File: src/rtl/bist_harness_ctrl.sv
// rtl/bist_harness_ctrl.sv - BIST harness: LFSR/external stimulus, MISR/direct capture, run FSM with drain timeout
// Sits between chip test pins and an external pipelined DUT on the o_dut_*/i_dut_* ports.
module bist_harness_ctrl #(
  parameter int              IN_W     = 49,
  parameter int              OUT_W    = 54,
  parameter int              CNT_W    = 16,
  parameter int              DRAIN_W  = 8,
  parameter logic [IN_W-1:0]  IN_POLY  = 49'h0000000000201,
  parameter logic [OUT_W-1:0] OUT_POLY = 54'h00003000040001
) (
  input  logic               i_clk,
  input  logic               i_async_rst_n,
  input  logic               i_en,
  input  logic               i_start,
  input  logic [1:0]         i_mode,
  input  logic [CNT_W-1:0]   i_num_vec,
  input  logic [DRAIN_W-1:0] i_drain_max,
  input  logic [IN_W-1:0]    i_seed_in,
  input  logic [OUT_W-1:0]   i_seed_sig,
  input  logic [OUT_W-1:0]   i_golden,
  input  logic               i_ext_vld,
  input  logic [IN_W-1:0]    i_ext_data,
  output logic               o_dut_vld,
  output logic [IN_W-1:0]    o_dut_data,
  input  logic               i_dut_vld,
  input  logic [OUT_W-1:0]   i_dut_data,
  output logic               o_busy,
  output logic               o_done,
  output logic               o_pass,
  output logic               o_timeout,
  output logic [OUT_W-1:0]   o_signature,
  output logic [CNT_W-1:0]   o_vec_cnt,
  output logic [CNT_W-1:0]   o_rsp_cnt
);

  typedef enum logic [2:0] {
    S_IDLE  = 3'd0,
    S_LOAD  = 3'd1,
    S_RUN   = 3'd2,
    S_DRAIN = 3'd3,
    S_DONE  = 3'd4
  } state_t;

  function automatic logic [IN_W-1:0] lfsr_step(input logic [IN_W-1:0] s);
    return {s[IN_W-2:0], 1'b0} ^ (s[IN_W-1] ? IN_POLY : '0);
  endfunction

  function automatic logic [OUT_W-1:0] misr_step(input logic [OUT_W-1:0] s);
    return {s[OUT_W-2:0], 1'b0} ^ (s[OUT_W-1] ? OUT_POLY : '0);
  endfunction

  // Reset asserts asynchronously and releases two clock edges later.
  logic [1:0] r_rst_sync;
  logic       w_rst_n;

  always_ff @(posedge i_clk or negedge i_async_rst_n) begin
    if (!i_async_rst_n) r_rst_sync <= 2'b00;
    else                r_rst_sync <= {r_rst_sync[0], 1'b1};
  end

  assign w_rst_n = r_rst_sync[1];

  state_t             r_state;
  state_t             w_state_nxt;
  logic [IN_W-1:0]    r_lfsr;
  logic [OUT_W-1:0]   r_sig;
  logic [1:0]         r_mode;
  logic [CNT_W-1:0]   r_num_vec;
  logic [DRAIN_W-1:0] r_drain_max;
  logic [CNT_W-1:0]   r_vec_cnt;
  logic [CNT_W-1:0]   r_rsp_cnt;
  logic [DRAIN_W-1:0] r_drain_cnt;
  logic               r_timeout;
  logic               r_pass;
  logic               r_dut_vld;
  logic [IN_W-1:0]    r_dut_data;

  logic               w_issue;
  logic               w_last_issue;
  logic               w_rsp_ok;
  logic               w_complete;
  logic               w_drain_hit;
  logic               w_timeout_set;
  logic [OUT_W-1:0]   w_sig_nxt;
  logic [IN_W-1:0]    w_seed;

  assign w_issue      = i_en && (r_state == S_RUN) && (r_mode[1] || i_ext_vld) &&
                        (r_vec_cnt < r_num_vec);
  assign w_last_issue = w_issue && ((r_vec_cnt + CNT_W'(1)) == r_num_vec);
  assign w_rsp_ok     = i_en && i_dut_vld && ((r_state == S_RUN) || (r_state == S_DRAIN)) &&
                        (r_rsp_cnt < r_num_vec);
  assign w_complete   = (r_rsp_cnt == r_num_vec);
  assign w_drain_hit  = (({1'b0, r_drain_cnt} + (DRAIN_W+1)'(1)) >= {1'b0, r_drain_max});
  assign w_sig_nxt    = !w_rsp_ok ? r_sig :
                        (r_mode[0] ? (misr_step(r_sig) ^ i_dut_data) : i_dut_data);
  assign w_seed       = (i_seed_in == '0) ? IN_W'(1) : i_seed_in;

  always_comb begin
    w_state_nxt   = r_state;
    w_timeout_set = 1'b0;
    if (i_en) begin
      case (r_state)
        S_IDLE:  if (i_start) w_state_nxt = S_LOAD;
        S_LOAD:  w_state_nxt = (i_num_vec == '0) ? S_DRAIN : S_RUN;
        S_RUN:   if (w_last_issue) w_state_nxt = S_DRAIN;
        S_DRAIN: begin
          // A completed run takes priority over a timeout in the same cycle.
          if (w_complete) begin
            w_state_nxt = S_DONE;
          end else if (w_drain_hit) begin
            w_state_nxt   = S_DONE;
            w_timeout_set = 1'b1;
          end
        end
        S_DONE:  if (i_start) w_state_nxt = S_LOAD;
        default: w_state_nxt = S_IDLE;
      endcase
    end
  end

  always_ff @(posedge i_clk or negedge w_rst_n) begin
    if (!w_rst_n) r_state <= S_IDLE;
    else          r_state <= w_state_nxt;
  end

  always_ff @(posedge i_clk or negedge w_rst_n) begin
    if (!w_rst_n) begin
      r_lfsr      <= IN_W'(1);
      r_sig       <= '0;
      r_mode      <= '0;
      r_num_vec   <= '0;
      r_drain_max <= '0;
      r_vec_cnt   <= '0;
      r_rsp_cnt   <= '0;
      r_drain_cnt <= '0;
      r_timeout   <= 1'b0;
      r_pass      <= 1'b0;
      r_dut_vld   <= 1'b0;
      r_dut_data  <= '0;
    end else if (i_en) begin
      r_dut_vld <= w_issue;
      if (w_issue) r_dut_data <= r_mode[1] ? r_lfsr : i_ext_data;
      if (r_state == S_LOAD) begin
        r_lfsr      <= w_seed;
        r_sig       <= i_seed_sig;
        r_mode      <= i_mode;
        r_num_vec   <= i_num_vec;
        r_drain_max <= i_drain_max;
        r_vec_cnt   <= '0;
        r_rsp_cnt   <= '0;
        r_drain_cnt <= '0;
        r_timeout   <= 1'b0;
        r_pass      <= 1'b0;
      end else begin
        if (w_issue) begin
          if (r_mode[1]) r_lfsr <= lfsr_step(r_lfsr);
          if (r_vec_cnt != '1) r_vec_cnt <= r_vec_cnt + CNT_W'(1);
        end
        if (w_rsp_ok) begin
          r_sig <= w_sig_nxt;
          if (r_rsp_cnt != '1) r_rsp_cnt <= r_rsp_cnt + CNT_W'(1);
        end
        if ((r_state == S_DRAIN) && (r_drain_cnt != '1))
          r_drain_cnt <= r_drain_cnt + DRAIN_W'(1);
        if ((r_state == S_DRAIN) && (w_state_nxt == S_DONE)) begin
          r_timeout <= w_timeout_set;
          r_pass    <= (w_sig_nxt == i_golden) && !w_timeout_set;
        end
      end
    end
  end

  assign o_dut_vld   = r_dut_vld & i_en;
  assign o_dut_data  = r_dut_data;
  assign o_busy      = (r_state == S_LOAD) || (r_state == S_RUN) || (r_state == S_DRAIN);
  assign o_done      = (r_state == S_DONE);
  assign o_pass      = r_pass;
  assign o_timeout   = r_timeout;
  assign o_signature = r_sig;
  assign o_vec_cnt   = r_vec_cnt;
  assign o_rsp_cnt   = r_rsp_cnt;

endmodule

File: config.mk
export PLATFORM = sky130hd
export DESIGN_NAME = bist_harness_ctrl
export DESIGN_NICKNAME = d
export VERILOG_FILES = /design/src/rtl/bist_harness_ctrl.sv
export SDC_FILE = /design/constraint.sdc
export NUM_CORES = 1
export LEC_CHECK = 0
export BUFFER_PORTS_ARGS = -buffer_cell sky130_fd_sc_hd__buf_4
export CAP_MARGIN = 20
export CORE_ASPECT_RATIO = 0.6
export CORE_UTILIZATION = 35
export CTS_CLUSTER_DIAMETER = 120
export DETAILED_ROUTE_END_ITERATION = 10
export GPL_ROUTABILITY_DRIVEN = 0
export PLACE_DENSITY_LB_ADDON = 0.3
export SLEW_MARGIN = 10
export SYNTH_ARGS = -nofsm -noshare
export SYNTH_HDL_FRONTEND = slang
export SYNTH_SLANG_ARGS = --single-unit
File: constraint.sdc
create_clock -name i_clk -period 10.74 [get_ports i_clk]
set_input_delay 0.537 -clock i_clk [delete_from_list [all_inputs] [get_ports i_clk]]
set_output_delay 0.537 -clock i_clk [all_outputs]
set_load 0.03 [all_outputs]
==> run metrics <==
peak ir drop on the vdd network 0.1708 mV; net count of the finished layout ~2200; top cells by area in the synthesized netlist dfrtp_1, nand2_1, mux2i_1; type of the worst setup path flop to flop; Initial DRT Pass Iterations 7; Avg WL per Cell roughly 22 µm; top flip-flop cell by instance count after synthesis dfrtp_1; Cell Pwr Density 270.1 nW/µm²; TritonCTS clock tree done; count of standard-cell rows 54; CTS-repair resized insts 0; post-synth top area share 42.37%; required time reported for the critical path endpoint 11180 ps; global-route wire length before repair 76740 µm; input/output buffers 431; Num CTS Buffers 25; per-instance average area after synthesis 9.102 µm²; type of the most critical hold path input pin to flop; initial DRC count 1124; outcome complete, no violations; flop-to-flop setup slack 6340 ps; deepest level of the CTS H-tree 1; commonest cells after routing, fill and taps aside buf_4, nand2_1, dfrtp_1, o21ai_0, mux2i_1; sequential cell area fraction in the yosys report 42.57%; commonest non-fill, non-tap cell in the layout buf_4; Cell Area, Synth 13290 µm²; total number of yosys warnings 0; total clock sinks 226; count of flip-flops with a built-in enable after synthesis 0; Critical Path Source Type flop; count of endpoints failing hold in the final timing report 0; post-route fraction of the period consumed by the critical path 40.94%; Post-Route WL 51380 µm; Post-Syn Nets approximately 1800; diode insertion count for antenna repair 0; core area 36890 µm²; arrival time of data at the critical path endpoint 4830 ps; layout cells sized above 1 29.30%; cell type with the largest total area after synthesis dfrtp_1; Worst Tran Pin Value 988.7 ps; count of unique library cells instantiated by Yosys 61; Syn-to-layout area delta 33.80%; nature of the critical path endpoint flop; Post-Synthesis Cells around 1500; leftover overflow at the end of global routing 0; buffer type at the clock tree root clkbuf_16; number of violations of the max-capacitance limit 0; vias in the first global route roughly 12000; unrepaired setup endpoints after global routing no; setup-violating endpoint count in the final report 0; number of remaining DRC errors 0; CTS clk-pin slew, worst paths approximately 60 ps; number of I/O pins 432; Worst Path Max Fanout 85; Fin Clk Skew 25.07 ps; share of synthesized flip-flops with an asynchronous set or reset 100.0%; number of antenna violations at the first check in global routing 2; number of nets with antenna violations after routing 0; post-route setup TNS 0 ps; core utilization of the finished layout 48.20%; leakage dissipation 8.588 nW; initial core utilization 36.02%; minimum period implied by the final worst setup slack 4397 ps; die footprint 38780 µm²; vias after detailed routing between 10000 and 15000; via density per instance 5.386; overall track demand over capacity in global routing 26.02%; clock tree buffer depth 3; count of state elements after synthesis 226; pin count of the biggest net entering global routing 165; clock latency on the worst-skew pair 550 ps; number of fill cells in the layout 3563; x dimension of the die 253.6 µm; die extent in y between 150 and 200 µm; Detail Placement HPWL about 40000 µm; worst slew margin relative to its limit 34.09%; Max Clock Freq roughly 230 MHz; Hold Worst Slack 193.7 ps; Pins Over Slew Limit 0
## through the flow
stage	instance area (µm²)	instances	worst slack (ps)	total power [mW]
2_1_floorplan	13290	1460	3977	3.002
3_3_place_gp	16990	2329	6588	3.877
3_5_place_dp	16990	2329	6441	3.919
4_1_cts	17780	2374	6458	4.789
5_1_grt	17780	2374	6113	5.094
6_report	17780	2374	6343	4.802
## final cells by class
class	count	area [µm²]	area share (%)
multi-input cells	1104	7167	40.31
flip-flops and latches	226	5663	31.85
repair buffers	443	3341	18.79
clock buffers	36	737.0	4.145
well taps	504	630.6	3.547
inverters	53	198.9	1.119
clock inverters	8	43.79	0.2463
## what timing repair did
action / in CTS / in global routing
hold buffers: 1 / 0
buffers inserted: 0 / 0
endpoints found under the setup margin: 0 / 0
endpoints found under the hold margin: 2 / 0
## path summary, 6_finish.rpt
kind	start	endpoint	cells past startpoint
worst max-delay path	o_rsp_cnt[5]	o_pass	11
worst min-delay path	i_mode[1]	r_mode[1]	3
worst max register to register	o_rsp_cnt[5]	o_pass	11
worst min register to register	r_rst_sync[0]	r_rst_sync[1]	0
max in group asynchronous	r_rst_sync[1]	r_mode[0]	2
min in group asynchronous	i_async_rst_n	r_rst_sync[1]	2
## routing by layer
metal | track usage (%) | vias up | routed length (µm)
met2 | 37.74 | 580 | 21960
met3 | 8.804 | 95 | 5506
met1 | 37.31 | 6162 | 22800
met4 | 5.166 | 4 | 1032
met5 | 0 | - | 74
li1 | - | 5945 | -
## state kept, by name (all words and copies together) (netlist names)
name         count
r_num_vec       16
r_dut_vld        1
r_mode           2
o_vec_cnt       16
r_state          3
r_drain_cnt      8
r_lfsr          49
o_dut_data      49
o_pass           1
r_drain_max      8
o_signature     54
o_rsp_cnt       16
o_timeout        1
r_rst_sync       2
## critical path, stage by stage, from the launching register on
cell	delay, ps
dfrtp_1	450
ha_1	340
a21oi_1	160
o21ai_0	130
a2111oi_2	430
and4_4	880
nand2_1	200
o211ai_1	160
o2111ai_1	130
or4b_1	590
or4_1	540
o31ai_1	240
## cells by family (layout without fill, tap and decap cells)
kind of cell | after synthesis | count (layout) | synth area share, %
compound gates | 331 | 331 | 16.55
xor+xnor | 144 | 144 | 9.491
fa+ha+maj | 43 | 43 | 4.049
buf+inv | 130 | 540 | 3.757
flops | 226 | 226 | 42.57
mux | 99 | 99 | 7.476
other cells | 1 | 1 | 0.02822
simple gates | 486 | 486 | 16.08
## cells in the mapped netlist, types with 4 or more instances
cell / count
xor2_1: 91
buf_1: 6
nand4_1: 21
a22oi_1: 6
and2_1: 7
nor2b_1: 4
o221ai_1: 6
nand3_1: 36
o21ai_0: 171
nor3_1: 15
o22ai_1: 17
inv_1: 53
nand2b_1: 8
nand2_1: 283
o21a_1: 5
a21o_1: 12
and3_1: 10
o221a_2: 48
a211oi_1: 4
o31ai_1: 5
clkbuf_1: 67
ha_1: 43
nor2_1: 63
nor4_1: 24
dfrtp_1: 225
a21oi_1: 23
o211ai_1: 6
mux2i_1: 97
xnor2_1: 53
## report_power, final
group / switching [mW] / internal, mW
clock network: 0.368 / 0.474
registers: 0.390 / 1.21
logic: 1.42 / 0.940
total: 2.18 / 2.62
Power figures use the tool's default switching activity.
